[src/rtl/if_fetch_stage_if.sv]
// Instruction-memory fetch bus between the IF stage and imem.
// req/addr hold until ack; rdata is valid in the ack cycle.
interface if_fetch_stage_if #(
  parameter int ADDR_W = 32,
  parameter int INST_W = 32
);
  logic              req;
  logic [ADDR_W-1:0] addr;
  logic              ack;
  logic [INST_W-1:0] rdata;

  modport master (
    output req, addr,
    input  ack, rdata
  );

  modport slave (
    input  req, addr,
    output ack, rdata
  );
endinterface

[src/rtl/if_fetch_stage.sv]
// Instruction-fetch stage: PC owner, imem requester, IF/ID register.
// One-entry holding buffer catches a fetch landing during a decode stall.
module if_fetch_stage #(
  parameter int              ADDR_W   = 32,
  parameter int              INST_W   = 32,
  parameter logic [ADDR_W-1:0] RESET_PC = '0
) (
  input  logic              clk,
  input  logic              rst,
  input  logic              redirect_i,
  input  logic [ADDR_W-1:0] redirect_addr_i,
  input  logic              ld_hold_i,
  input  logic              jmp_hold_i,
  if_fetch_stage_if.master  imem,
  output logic              if_valid_o,
  output logic [ADDR_W-1:0] if_pc_o,
  output logic [INST_W-1:0] if_inst_o
);

  typedef enum logic [1:0] {
    S_RST,
    S_IDLE,
    S_FETCH,
    S_DROP
  } state_e;

  typedef struct packed {
    logic [ADDR_W-1:0] pc;
    logic [INST_W-1:0] inst;
  } slot_t;

  state_e            state_q, state_d;
  logic [ADDR_W-1:0] pc_q, pc_d;
  logic [ADDR_W-1:0] drop_q, drop_d;
  logic              hb_vld_q, hb_vld_d;
  slot_t             hb_q, hb_d;
  logic              v_q, v_d;
  slot_t             ifid_q, ifid_d;

  logic              stall;
  logic              go;
  logic              fetching;
  logic              take;
  logic [ADDR_W-1:0] tgt;
  logic [ADDR_W-1:0] pc_inc;

  assign stall    = ld_hold_i | jmp_hold_i;
  assign tgt      = {redirect_addr_i[ADDR_W-1:2], 2'b00};
  assign pc_inc   = pc_q + ADDR_W'(4);
  // IDLE launches the fetch combinationally in the same cycle
  assign go       = (state_q == S_IDLE) & ~stall
                  & ~hb_vld_q & ~redirect_i;
  assign fetching = (state_q == S_FETCH) | go;
  assign take     = fetching & imem.ack;

  assign imem.req  = fetching | (state_q == S_DROP);
  assign imem.addr = (state_q == S_DROP) ? drop_q : pc_q;

  assign if_valid_o = v_q;
  assign if_pc_o    = ifid_q.pc;
  assign if_inst_o  = ifid_q.inst;

  always_comb begin
    state_d  = state_q;
    pc_d     = pc_q;
    drop_d   = drop_q;
    hb_vld_d = hb_vld_q;
    hb_d     = hb_q;
    v_d      = v_q;
    ifid_d   = ifid_q;

    unique case (state_q)
      S_RST: begin
        state_d = S_IDLE;
        if (redirect_i) pc_d = tgt;
      end
      S_IDLE, S_FETCH: begin
        if (redirect_i) begin
          pc_d = tgt;
          if (state_q == S_FETCH && !imem.ack) begin
            state_d = S_DROP;
            drop_d  = pc_q;
          end
        end else if (fetching) begin
          state_d = S_FETCH;
          if (imem.ack) begin
            pc_d = pc_inc;
            if (stall) begin
              hb_vld_d = 1'b1;
              hb_d     = '{pc: pc_q, inst: imem.rdata};
              state_d  = S_IDLE;
            end
          end
        end
      end
      S_DROP: begin
        if (redirect_i) pc_d = tgt;
        if (imem.ack) state_d = S_IDLE;
      end
      default: state_d = S_RST;
    endcase

    // IF/ID priority: flush, hold, drain buffer, fresh fetch, bubble
    if (redirect_i) begin
      v_d      = 1'b0;
      hb_vld_d = 1'b0;
    end else if (stall) begin
      v_d = v_q;
    end else if (hb_vld_q) begin
      v_d      = 1'b1;
      ifid_d   = hb_q;
      hb_vld_d = 1'b0;
    end else if (take) begin
      v_d    = 1'b1;
      ifid_d = '{pc: pc_q, inst: imem.rdata};
    end else begin
      v_d = 1'b0;
    end
  end

  always_ff @(posedge clk) begin
    if (rst) begin
      state_q  <= S_RST;
      pc_q     <= RESET_PC;
      drop_q   <= '0;
      hb_vld_q <= 1'b0;
      hb_q     <= '0;
      v_q      <= 1'b0;
      ifid_q   <= '0;
    end else begin
      state_q  <= state_d;
      pc_q     <= pc_d;
      drop_q   <= drop_d;
      hb_vld_q <= hb_vld_d;
      hb_q     <= hb_d;
      v_q      <= v_d;
      ifid_q   <= ifid_d;
    end
  end

endmodule
[src/flat_wrapper.sv]
// flat-port wrapper written by rule: the top's interface ports become plain ports
module if_fetch_stage_flat 
#(
  parameter int              ADDR_W   = 32,
  parameter int              INST_W   = 32,
  parameter logic [ADDR_W-1:0] RESET_PC = '0
)
  (clk, rst, redirect_i, redirect_addr_i, ld_hold_i, jmp_hold_i, if_valid_o, if_pc_o, if_inst_o, imem_req, imem_addr, imem_ack, imem_rdata);
  if_fetch_stage_if #(.ADDR_W(ADDR_W), .INST_W(INST_W)) imem_i ();
  input  logic clk;
  input  logic rst;
  input  logic redirect_i;
  input  logic [ADDR_W-1:0] redirect_addr_i;
  input  logic ld_hold_i;
  input  logic jmp_hold_i;
  output logic if_valid_o;
  output logic [ADDR_W-1:0] if_pc_o;
  output logic [INST_W-1:0] if_inst_o;
  output wire logic [$bits(imem_i.req)-1:0] imem_req;
  output wire logic [$bits(imem_i.addr)-1:0] imem_addr;
  input wire logic [$bits(imem_i.ack)-1:0] imem_ack;
  input wire logic [$bits(imem_i.rdata)-1:0] imem_rdata;
  assign imem_req = imem_i.req;
  assign imem_addr = imem_i.addr;
  assign imem_i.ack = imem_ack;
  assign imem_i.rdata = imem_rdata;
  if_fetch_stage #(.ADDR_W(ADDR_W), .INST_W(INST_W), .RESET_PC(RESET_PC)) u_core (.clk(clk), .rst(rst), .redirect_i(redirect_i), .redirect_addr_i(redirect_addr_i), .ld_hold_i(ld_hold_i), .jmp_hold_i(jmp_hold_i), .imem(imem_i), .if_valid_o(if_valid_o), .if_pc_o(if_pc_o), .if_inst_o(if_inst_o));
endmodule
[config.mk]
export PLATFORM = sky130hd
export DESIGN_NAME = if_fetch_stage_flat
export DESIGN_NICKNAME = d
export VERILOG_FILES = /design/src/rtl/if_fetch_stage_if.sv /design/src/rtl/if_fetch_stage.sv /design/src/flat_wrapper.sv
export SDC_FILE = /design/constraint.sdc
export NUM_CORES = 1
export LEC_CHECK = 0
export ABC_AREA = 1
export CAP_MARGIN = 5
export CELL_PAD_IN_SITES_DETAIL_PLACEMENT = 0
export CELL_PAD_IN_SITES_GLOBAL_PLACEMENT = 2
export CORE_ASPECT_RATIO = 1.1
export CORE_UTILIZATION = 30
export CTS_CLUSTER_DIAMETER = 200
export CTS_CLUSTER_SIZE = 14
export DETAILED_ROUTE_END_ITERATION = 16
export GPL_ROUTABILITY_DRIVEN = 1
export HOLD_SLACK_MARGIN = 0.05
export MAX_ROUTING_LAYER = met4
export PLACE_DENSITY_LB_ADDON = 0.2
export RECOVER_POWER = 100
export SKIP_CTS_REPAIR_TIMING = 1
export SLEW_MARGIN = 20
export SYNTH_ARGS = -nofsm -noshare
export SYNTH_HDL_FRONTEND = slang
export SYNTH_SLANG_ARGS = --single-unit
[constraint.sdc]
create_clock -name clk -period 4.4 [get_ports clk]
set_input_delay 0.88 -clock clk [delete_from_list [all_inputs] [get_ports clk]]
set_output_delay 0.88 -clock clk [all_outputs]
set_load 0.005 [all_outputs]
==> results.md, run 1 <==
* Top cells by area, synth: dfxtp_1 42%, nand2_1 15%, o21ai_0 10%
* H-tree depth at 4
* Die ar. at 0.0302 sq mm
* Share of cells above drive strength 1 at 3.83%
* RR Startpoint: u_core.state_q[0]
* Largest net degree at the start of global routing at 92
* PortBufs at 161
* Critical Path Source: redirect_i
* Initial antenna violation count at 0
* Peak VDD IR at 0.000194 V
* Most common cell in the netlist: nand2_1
* Ports at 168
* DRC at 10
* Final setup violation count at 0
* Buf+Inv Stages, Crit Path at 3
* Sequential share of power at 41.6%
* Commonest cells post-synth: 345 x nand2_1, 188 x dfxtp_1, 182 x o21ai_0
* First-pass GRT wire length at 47.4 mm
* CP startpoint kind: input pin
* # rows at 65
* DP HPWL at 19.5 mm
* Most frequent cell on the critical path: nand2_1
* Worst skew pair latency at 0.44 ns
* Clk slew on worst S/H paths at 0.08 ns
* Clock root cell: clkbuf_16
* Cell Chain, Critical Path: dlygate4sd3_1 -> inv_2 -> nand4_1 -> nand2_2 -> nand2_1 -> nand2_1 -> nand3_4 -> buf_12 -> nand2_1 -> a21oi_1
* Fillers at 3,112
* First-pass DRT Iterations at 13
* Required @ worst endpoint at 4.68 ns
* Final Slew Violations at 220
* Die W at 166 um
* Crit-path slowest cell: nand2_1
* Grt total ovfl at 0
* Vias in the first global route at 8,212
* Comb pwr share at 26.9%
* Overall Global Routing Usage at 20.5%
* Avg Synthesized Cell Area at 6.68 sq um
* Max Freq at 0.271 GHz
* Cell count after synthesis at 1,327
* Synthesized cell area at 0.00886 sq mm
* Static leakage at 4.21 nW
* Synthesis-to-layout area growth at 26.0%
* TritonCTS clock tree: done
* Number of buffers created by CTS at 17
* Max Cap Violations at 4
* Register area share after synthesis at 42.5%
* Die height at 182 um
* Final hold vios at 0
* Core area at 0.0289 sq mm
* Worst slew pin tran at 1.72 ns
* Final min period at 3.69 ns
* FF+latch count, synth at 188
* DR WL/cell at 16.4 um
* ANT cells at 0
* Starting Density at 30.7%
* Net Sw Power at 1.73 mW
* PnR Total Power at 4.76 mW
* Worst hold path startpoint: u_core.if_inst_o[9]
* Drt initial violations at 619
* Clk buf depth at 2
* Violated checks: design-rule violations, max-capacitance violations, max-slew violations
* Period utilization at 83.8%
* Async SR Flop Fraction at 0%
* Status: finished with violations
* Synth area leader: dfxtp_1
* CP delay by family, top: simple AND/OR/NAND/NOR gates
* Vias per cell at 4.90
* Crit-path max FO at 41
* Post-layout nets at 1,499
* Slowest stage delay, CP at 0.90 ns
* Synth warnings at 0
* Crit path kind: input pin to flip-flop
* Routed Antenna Nets at 0
* Post-route setup TNS at 0 ns
* GPL Wtd Cong at 0.855
* Final WL at 29.7 mm
* Clock skew at 0.0176 ns
* Slew headroom at -14.7%
* Power Dens Cells at 426 mW/mm^2
* Most used DFF post-synth: dfxtp_1
* Hold Path Class: flip-flop to flip-flop
* Fin Hold WS at 0.458 ns
* Crit path capture type: flip-flop
* Synth unique cells at 29
* TritonCTS Sinks at 188
* EDFF count, synth at 0
* Pint at 3.03 mW
* Switch share at 36.3%
* Via count at 8,842
* Arrival time worst endpoint at 3.96 ns
* Share of the synthesized area in the top cell type at 42.5%
* RSZ-0062 raised after global routing: false
* Clk pwr share at 31.5%
[sequential cells by signal, indices dropped and copies added, names as in the netlist]
signal             flops
u_core.if_pc_o        30
u_core.if_inst_o      32
u_core.pc_q           30
u_core.if_valid_o      1
u_core.hb_vld_q        1
u_core.hb_q           62
u_core.state_q         2
u_core.drop_q         30
[worst register-to-register path, stage by stage (launching register included)]
cell,delay (ns)
dfxtp_1,0.38
inv_1,0.06
ha_1,0.35
inv_1,0.17
nand3_1,0.12
inv_1,0.29
clkbuf_1,1.26
o21ai_0,0.25
a21oi_1,0.18
[layout by cell type, fill, tap and decap left out, types with 2 or more instances in the layout]
master / instances
nand2_1: 346
dfxtp_1: 187
o21ai_0: 184
nor2_1: 174
a21oi_1: 154
dlygate4sd3_1: 94
nand4_1: 66
clkdlybuf4s50_1: 66
inv_1: 50
nand3_1: 38
clkbuf_16: 17
buf_4: 9
conb_1: 4
clkinv_4: 4
inv_6: 4
inv_8: 4
clkbuf_1: 4
inv_2: 3
nand2_2: 3
nor3_1: 3
ha_1: 3
nor2_4: 2
o21ai_1: 2
buf_12: 2
clkbuf_2: 2
[cell type report]
| class | instances | area (sq um) | area share (%) |
|---|---|---|---|
| multi-input combinational | 989 | 4460 | 39.9 |
| clock buffer | 18 | 429 | 3.84 |
| inverter | 53 | 199 | 1.78 |
| clock inverter | 13 | 123 | 1.10 |
| sequential | 188 | 3760 | 33.7 |
| timing repair buffer | 176 | 1730 | 15.5 |
| tap | 368 | 460 | 4.12 |
[layer usage]
| layer | vias up | global-route usage, % | share of wire (%) | wire, um |
|---|---|---|---|---|
| li1 | 4591 | - | - | - |
| met1 | 4072 | 28.7 | 51 | 15200 |
| met2 | 161 | 31.2 | 45 | 13300 |
| met3 | 18 | 2.49 | 2.9 | 857 |
| met4 | 0 | 5.01 | 1.0 | 298 |
| met5 | - | - | 0 | 0 |
[worst paths after layout]
check,depth (start not counted),slack (ns),endpoint
setup / recovery,10,0.71,u_core.if_pc_o[5]
hold / removal,2,0.46,u_core.if_inst_o[9]
setup reg to reg,8,1.24,u_core.drop_q[28]
hold reg to reg,2,0.46,u_core.if_inst_o[9]
[per-stage QoR]
| stage | util (%) | area (sq um) | setup slack, ns | std cells |
|---|---|---|---|---|
| 5_1_grt | 38.7 | 11200 | 0.390 | 1805 |
| 3_3_place_gp | 36.9 | 10600 | 0.901 | 1774 |
| 4_1_cts | 38.8 | 11200 | 0.939 | 1805 |
| 6_report | 38.7 | 11200 | 0.714 | 1805 |
| 2_1_floorplan | - | 8870 | 2.17 | 1330 |
| 3_5_place_dp | 36.9 | 10600 | 0.872 | 1774 |
[cells by family (layout without fill, tap and decap cells)]
logic type                 Yosys count  in the layout  share of synthesized area, %
and+or+nand+nor                    635            635                          30.0
AOI/OAI and AO/OA                  344            344                          19.5
DFF                                188            188                          42.5
buffers and inverters              153            260                          7.16
adders and majority gates            4              4                         0.565
other                                1              4                        0.0423
xor gates and xnor gates             1              1                        0.0989
muxes                                1              1                         0.113
[power by group through the flow]
stage	Sequential [mW]	Clock, mW	Combinational (mW)
after floorplan	1.98	0	0.781
after global placement	2.02	0	1.33
after detailed placement	2.02	0	1.34
after CTS	1.98	1.55	1.34
after global routing	2.01	1.62	1.43
final	1.98	1.50	1.28
(Power assumes the default switching activity.)
==> run 2: changes to the inputs <==
--- a/config.mk
+++ b/config.mk
@@ -10,7 +10,7 @@
 export CELL_PAD_IN_SITES_DETAIL_PLACEMENT = 0
 export CELL_PAD_IN_SITES_GLOBAL_PLACEMENT = 2
 export CORE_ASPECT_RATIO = 1.1
-export CORE_UTILIZATION = 30
+export CORE_UTILIZATION = 28
 export CTS_CLUSTER_DIAMETER = 200
 export CTS_CLUSTER_SIZE = 14
 export DETAILED_ROUTE_END_ITERATION = 16
==> constraint.sdc (replaced) <==
create_clock -name clk -period 3.5 [get_ports clk]
set_input_delay 0.7 -clock clk [delete_from_list [all_inputs] [get_ports clk]]
set_output_delay 0.7 -clock clk [all_outputs]
set_load 0.005 [all_outputs]
==> run 2 against run 1 <==
Compared with the run above: the flow finishes with violations (max-capacitance violations, max-slew violations); non-clock buffer count rose by 6; utilization fell by 1.9 points; clock skew fell by 0.0087 ns; sequential share of layout area fell by 0.41 points; clock power rose by 35%; critical path depth fell by 3; clock-buffer cell count did not move; flip-flop and latch count did not move; cell area rose by 1.2%; die area rose by 7.1%; via count rose by 1.4%; final cell count rose by 2.9%; highest routed layer unchanged.
==> results.md, run 2 (synthesis results as in run 1) <==
* Status: finished with violations
* Violated checks: max-capacitance violations, max-slew violations
* Static leakage at 4.24 nW (+0.79%)
* Slew headroom at -18.6% (-3.9 points)
* Share of cells above drive strength 1 at 4.22% (+0.40 points)
* Final hold vios at 0 (unchanged)
* Reg2Reg Setup Slack at 0.71 ns (-0.53 ns)
* Final setup violation count at 0 (unchanged)
* Post-Layout Cell Count at 1,858 (+2.9%)
* DR WL/cell at 16.6 um (+0.84%)
* Crit-path max FO at 5 (-88%)
* CP startpoint kind: input pin
* PortBufs at 161 (unchanged)
* Overall Global Routing Usage at 19.8% (-0.66 points)
* First-pass DRT Iterations at 6 (-7)
* Worst skew pair latency at 0.44 ns (about the same)
* Final Slew Violations at 175 (-20%)
* Largest net degree at the start of global routing at 92 (unchanged)
* Fillers at 3,373 (+8.4%)
* Crit path kind: input pin to output port
* Max Freq at 0.302 GHz
* Arrival time worst endpoint at 2.61 ns (-1.35 ns)
* Clock skew at 0.00888 ns (-0.00873 ns)
* DP HPWL at 20.6 mm (+5.6%)
* Final min period at 3.31 ns
* Die height at 189 um (+3.5%)
* Post-layout nets at 1,505 (+0.40%)
* ANT cells at 0 (unchanged)
* Vias in the first global route at 8,108 (-1.3%)
* Clk slew on worst S/H paths at 0.07 ns (about the same)
* R2R depth at 8 (unchanged)
* RR Startpoint: u_core.state_q[0]
* # placed instances at 1,826 (+2.9%)
* Largest Register: u_core.hb_q
* Ports at 168 (unchanged)
* Clock root cell: clkbuf_16
* Post-route setup TNS at 0 ns (unchanged)
* Synthesis-to-layout area growth at 27.6%
* Hold depth at 2 (unchanged)
* Commonest non-fill, non-tap cells in the layout: 346 x nand2_1, 187 x dfxtp_1, 186 x o21ai_0
* RSZ-0062 raised after global routing: false
* Grt total ovfl at 0 (unchanged)
* Most common cell after layout, fill and taps aside: nand2_1
* Final WL at 30.8 mm (+3.8%)
* Period utilization at 94.5%
* Max Cap Violations at 3 (-1)
* Initial antenna violation count at 0 (unchanged)
* Vias per cell at 4.82 (-1.5%)
* # rows at 67 (+3.1%)
* Final Worst Setup Slack at 0.193 ns (-0.521 ns)
* Hold path endpoint: u_core.if_inst_o[10]
* Pre-CTS WS at 0.529 ns (-0.344 ns)
* Via count at 8,962 (+1.4%)
* Drt initial violations at 477 (-23%)
* Peak VDD IR at 0.000336 V (+73%)
* H-tree depth at 4 (unchanged)
* Power Dens Cells at 545 mW/mm^2 (+28%)
* Number of buffers created by CTS at 17 (unchanged)
* Max FFs per register at 62 (unchanged)
* Hold Path Class: flip-flop to flip-flop
* Sequential Area at 0.00376 sq mm (unchanged)
* Area occupied by multi-input gates at 0.00445 sq mm (-0.11%)
* RR Endpoint: u_core.pc_q[10]
* First-pass GRT wire length at 47.8 mm (+0.87%)
* Core area at 0.0308 sq mm (+6.6%)
* Required @ worst endpoint at 2.80 ns (-1.88 ns)
* Die ar. at 0.0324 sq mm (+7.1%)
* Die W at 172 um (+3.5%)
* Worst hold path startpoint: u_core.if_inst_o[10]
* TritonCTS clock tree: done
* Routed Antenna Nets at 0 (unchanged)
* GPL Wtd Cong at 0.885 (+3.4%)
* DRC at 0 (-10)
* Crit path capture type: output port
* Starting Density at 28.8% (-1.9 points)
* Clk buf depth at 2 (unchanged)
* Worst slew pin tran at 1.78 ns (+0.0605 ns)
* TritonCTS Sinks at 188 (unchanged)
## run 2: changes by cell type in the layout (fill, tap and decap cells not counted), moves of 2 or more
cell,delta
nor2_1,+2
buf_4,+3
clkinvlp_4,+2
bufinv_16,+3
clkbuf_2,+2
clkinv_4,-3
clkinv_2,+4
o21ai_1,-2
o21ai_0,+2
inv_8,-4
## run 2: through the flow
stage               total power, mW  hold slack [ns]  area, sq um  utilization, %
global placement               4.28            0.447        10800            35.0
CTS                            6.35            0.463        11400            37.0
floorplan                      3.47            0.455         8870               -
detailed placement             4.28            0.453        10800            35.0
finish                         6.16            0.456        11300            36.7
global route                   6.54            0.470        11300            36.7
## run 2: cell type report
class,count,area share (%)
inverters,53,1.76
well taps,414,4.58
multi-input cells,989,39.4
repair buffers,182,15.7
clock buffers,18,3.80
flip-flops and latches,188,33.3
clock inverters,14,1.48
## run 2: metal layers
metal | up-vias | share of wire, % | GRT usage, %
met3 | 17 | 3.7 | 2.79
li1 | 4608 | - | -
met5 | - | 0 | -
met2 | 197 | 45 | 30.0
met1 | 4140 | 50 | 27.5
met4 | 0 | 1.2 | 4.98
## run 2: how the worst max path moves through the flow
stage                       from       endpoint  slack (ns)  depth (start not counted)
6_report              jmp_hold_i       imem_req        0.19                          7
5_1_grt               jmp_hold_i       imem_req        0.12                          7
4_1_cts        u_core.state_q[0]  imem_addr[12]        0.34                          5
3_5_place_dp          jmp_hold_i       imem_req        0.53                          7
3_3_place_gp          jmp_hold_i       imem_req        0.52                          7
2_1_floorplan         jmp_hold_i       imem_req        1.63                          5
## run 2: report_power, final
group / switching [mW] / internal, mW / leakage [nW]
Sequential: 0.169 / 2.32 / 1.52
Clock: 0.900 / 1.13 / 0.287
Combinational: 1.07 / 0.567 / 2.43
Total: 2.14 / 4.02 / 4.24
## run 2: critical path, stage by stage
cell and delay, ns:
dlygate4sd3_1 0.54, nor2_1 0.27, nand4_1 0.16, nand2_1 0.18, inv_1 0.06, nand2_1 0.12, dlygate4sd3_1 0.59
==> run 3: changes to the inputs <==
--- a/config.mk
+++ b/config.mk
@@ -17,7 +17,7 @@
 export GPL_ROUTABILITY_DRIVEN = 1
 export HOLD_SLACK_MARGIN = 0.05
 export MAX_ROUTING_LAYER = met4
-export PLACE_DENSITY_LB_ADDON = 0.2
+export PLACE_DENSITY_LB_ADDON = 0.1
 export RECOVER_POWER = 100
 export SKIP_CTS_REPAIR_TIMING = 1
 export SLEW_MARGIN = 20
==> run 3 against run 2 <==
Compared with the run above: largest cell class unchanged; flip-flop and latch count unchanged; global-route usage down 0.25 points; worst setup slack better by 0.19 ns; the flow finishes with violations (max-capacitance violations); die area unchanged; clock skew about the same; routed wire length down 2.1%; non-clock buffer count up 4.
==> results.md, run 3 (synthesis results as in run 1) <==
* H-tree depth at 4 (unchanged)
* Crit-path max FO at 43 (+38)
* CP startpoint kind: flip-flop
* Final WL at 30.1 mm (-2.1%)
* Synthesis-to-layout area growth at 27.9%
* Vias in the first global route at 8,140 (+0.39%)
* Routed Antenna Nets at 0 (unchanged)
* Power Dens Cells at 543 mW/mm^2 (-0.27%)
* Worst slew pin tran at 1.50 ns (-0.282 ns)
* PortBufs at 161 (unchanged)
* Vias per cell at 4.76 (-1.3%)
* Max Cap Violations at 1 (-2)
* Overall Global Routing Usage at 19.6% (-0.25 points)
* Arrival time worst endpoint at 2.41 ns (-0.20 ns)
* Initial antenna violation count at 1 (+1)
* Final Slew Violations at 0 (-100%)
* Drt initial violations at 568 (+19%)
* Clock skew at 0.00842 ns (-0.000460 ns)
* # rows at 67 (unchanged)
* Final hold vios at 0 (unchanged)
* Final min period at 3.11 ns (-0.194 ns)
* Static leakage at 4.28 nW (+0.87%)
* Crit path kind: flip-flop to output port
* PnR Total Power at 6.15 mW (about the same)
* Core area at 0.0308 sq mm (unchanged)
* Commonest non-fill, non-tap cells in the layout: 346 x nand2_1, 187 x dfxtp_1, 184 x o21ai_0
* Peak VDD IR at 0.000269 V (-20%)
* Violated checks: max-capacitance violations
* Final setup violation count at 0 (unchanged)
* Post-layout nets at 1,509 (+0.27%)
* Clk slew on worst S/H paths at 0.07 ns (about the same)
* Clock root cell: clkbuf_16
* Status: finished with violations
* Post-route setup TNS at 0 ns (unchanged)
* Worst skew pair latency at 0.43 ns (about the same)
* RSZ-0062 raised after global routing: false
* First-pass GRT wire length at 47.3 mm (-1.1%)
* DRC at 0 (unchanged)
* Crit path capture type: output port
* Die height at 189 um (unchanged)
* Period utilization at 88.9% (-5.6 points)
* First-pass DRT Iterations at 5 (-1)
* Grt total ovfl at 0 (unchanged)
* Most common cell after layout, fill and taps aside: nand2_1
* Required @ worst endpoint at 2.80 ns (about the same)
* Clk buf depth at 2 (unchanged)
* Largest Register: u_core.hb_q
* Number of buffers created by CTS at 17 (unchanged)
* TritonCTS clock tree: done
* Die ar. at 0.0324 sq mm (unchanged)
* Hold Path Class: flip-flop to flip-flop
* DR WL/cell at 16.2 um (-2.4%)
* DP HPWL at 20.4 mm (-0.52%)
* Starting Density at 28.8% (unchanged)
* GPL Wtd Cong at 0.835 (-5.6%)
* Max Freq at 0.321 GHz (+6.2%)
* Largest net degree at the start of global routing at 92 (unchanged)
* TritonCTS Sinks at 188 (unchanged)
* Ports at 168 (unchanged)
* Share of cells above drive strength 1 at 4.56% (+0.33 points)
* Max FFs per register at 62 (unchanged)
* Via count at 8,872 (-1.0%)
* Die W at 172 um (unchanged)
* Slew headroom at 0.257% (+19 points)
[run 3: per-stage QoR]
stage	setup WS (ns)	cells	cell area [sq um]	hold slack (ns)	utilization [%]
after floorplan	1.63	1330	8870	0.455	-
after global placement	0.532	1830	10800	0.449	35.2
after detailed placement	0.502	1830	10800	0.452	35.2
after CTS	0.391	1862	11400	0.462	37.1
after global routing	0.154	1863	11300	0.472	36.8
final	0.388	1863	11300	0.455	36.8
[run 3: final timing paths]
kind | slack [ns] | end | cells after the start | start
worst max-delay path | 0.39 | imem_addr[20] | 5 | u_core.state_q[1]
worst min-delay path | 0.45 | u_core.if_inst_o[8] | 2 | u_core.if_inst_o[8]
worst max register to register | 0.80 | u_core.pc_q[19] | 9 | u_core.state_q[0]
worst min register to register | 0.45 | u_core.if_inst_o[8] | 2 | u_core.if_inst_o[8]
[run 3: cell type report]
class,instances,area (sq um)
multi-input combinational,989,4450
inverter,53,199
clock buffer,18,429
clock inverter,14,170
antenna,1,2.50
tap,414,518
sequential,188,3760
fill,3412,19400
timing repair buffer,186,1800
[run 3: critical path: stages (launching register included)]
cell and delay (ns):
dfxtp_1 0.38, ha_2 0.44, buf_12 0.25, nand2_1 0.07, o21ai_0 0.19, dlygate4sd3_1 0.66
[run 3: report_power, final]
part | internal (mW) | switching [mW] | total (mW)
clock network | 1.13 | 0.893 | 2.02
logic | 0.575 | 1.07 | 1.64
registers | 2.32 | 0.168 | 2.49
[run 3: per-layer routing]
| layer | share of wire (%) | up-vias | wire length, um | GRT usage (%) |
|---|---|---|---|---|
| met5 | 0 | - | 0 | - |
| met4 | 0.66 | 0 | 199 | 3.85 |
| met3 | 3.1 | 12 | 921 | 2.67 |
| met2 | 45 | 161 | 13600 | 29.4 |
| met1 | 51 | 4089 | 15400 | 27.8 |
| li1 | - | 4610 | - | - |
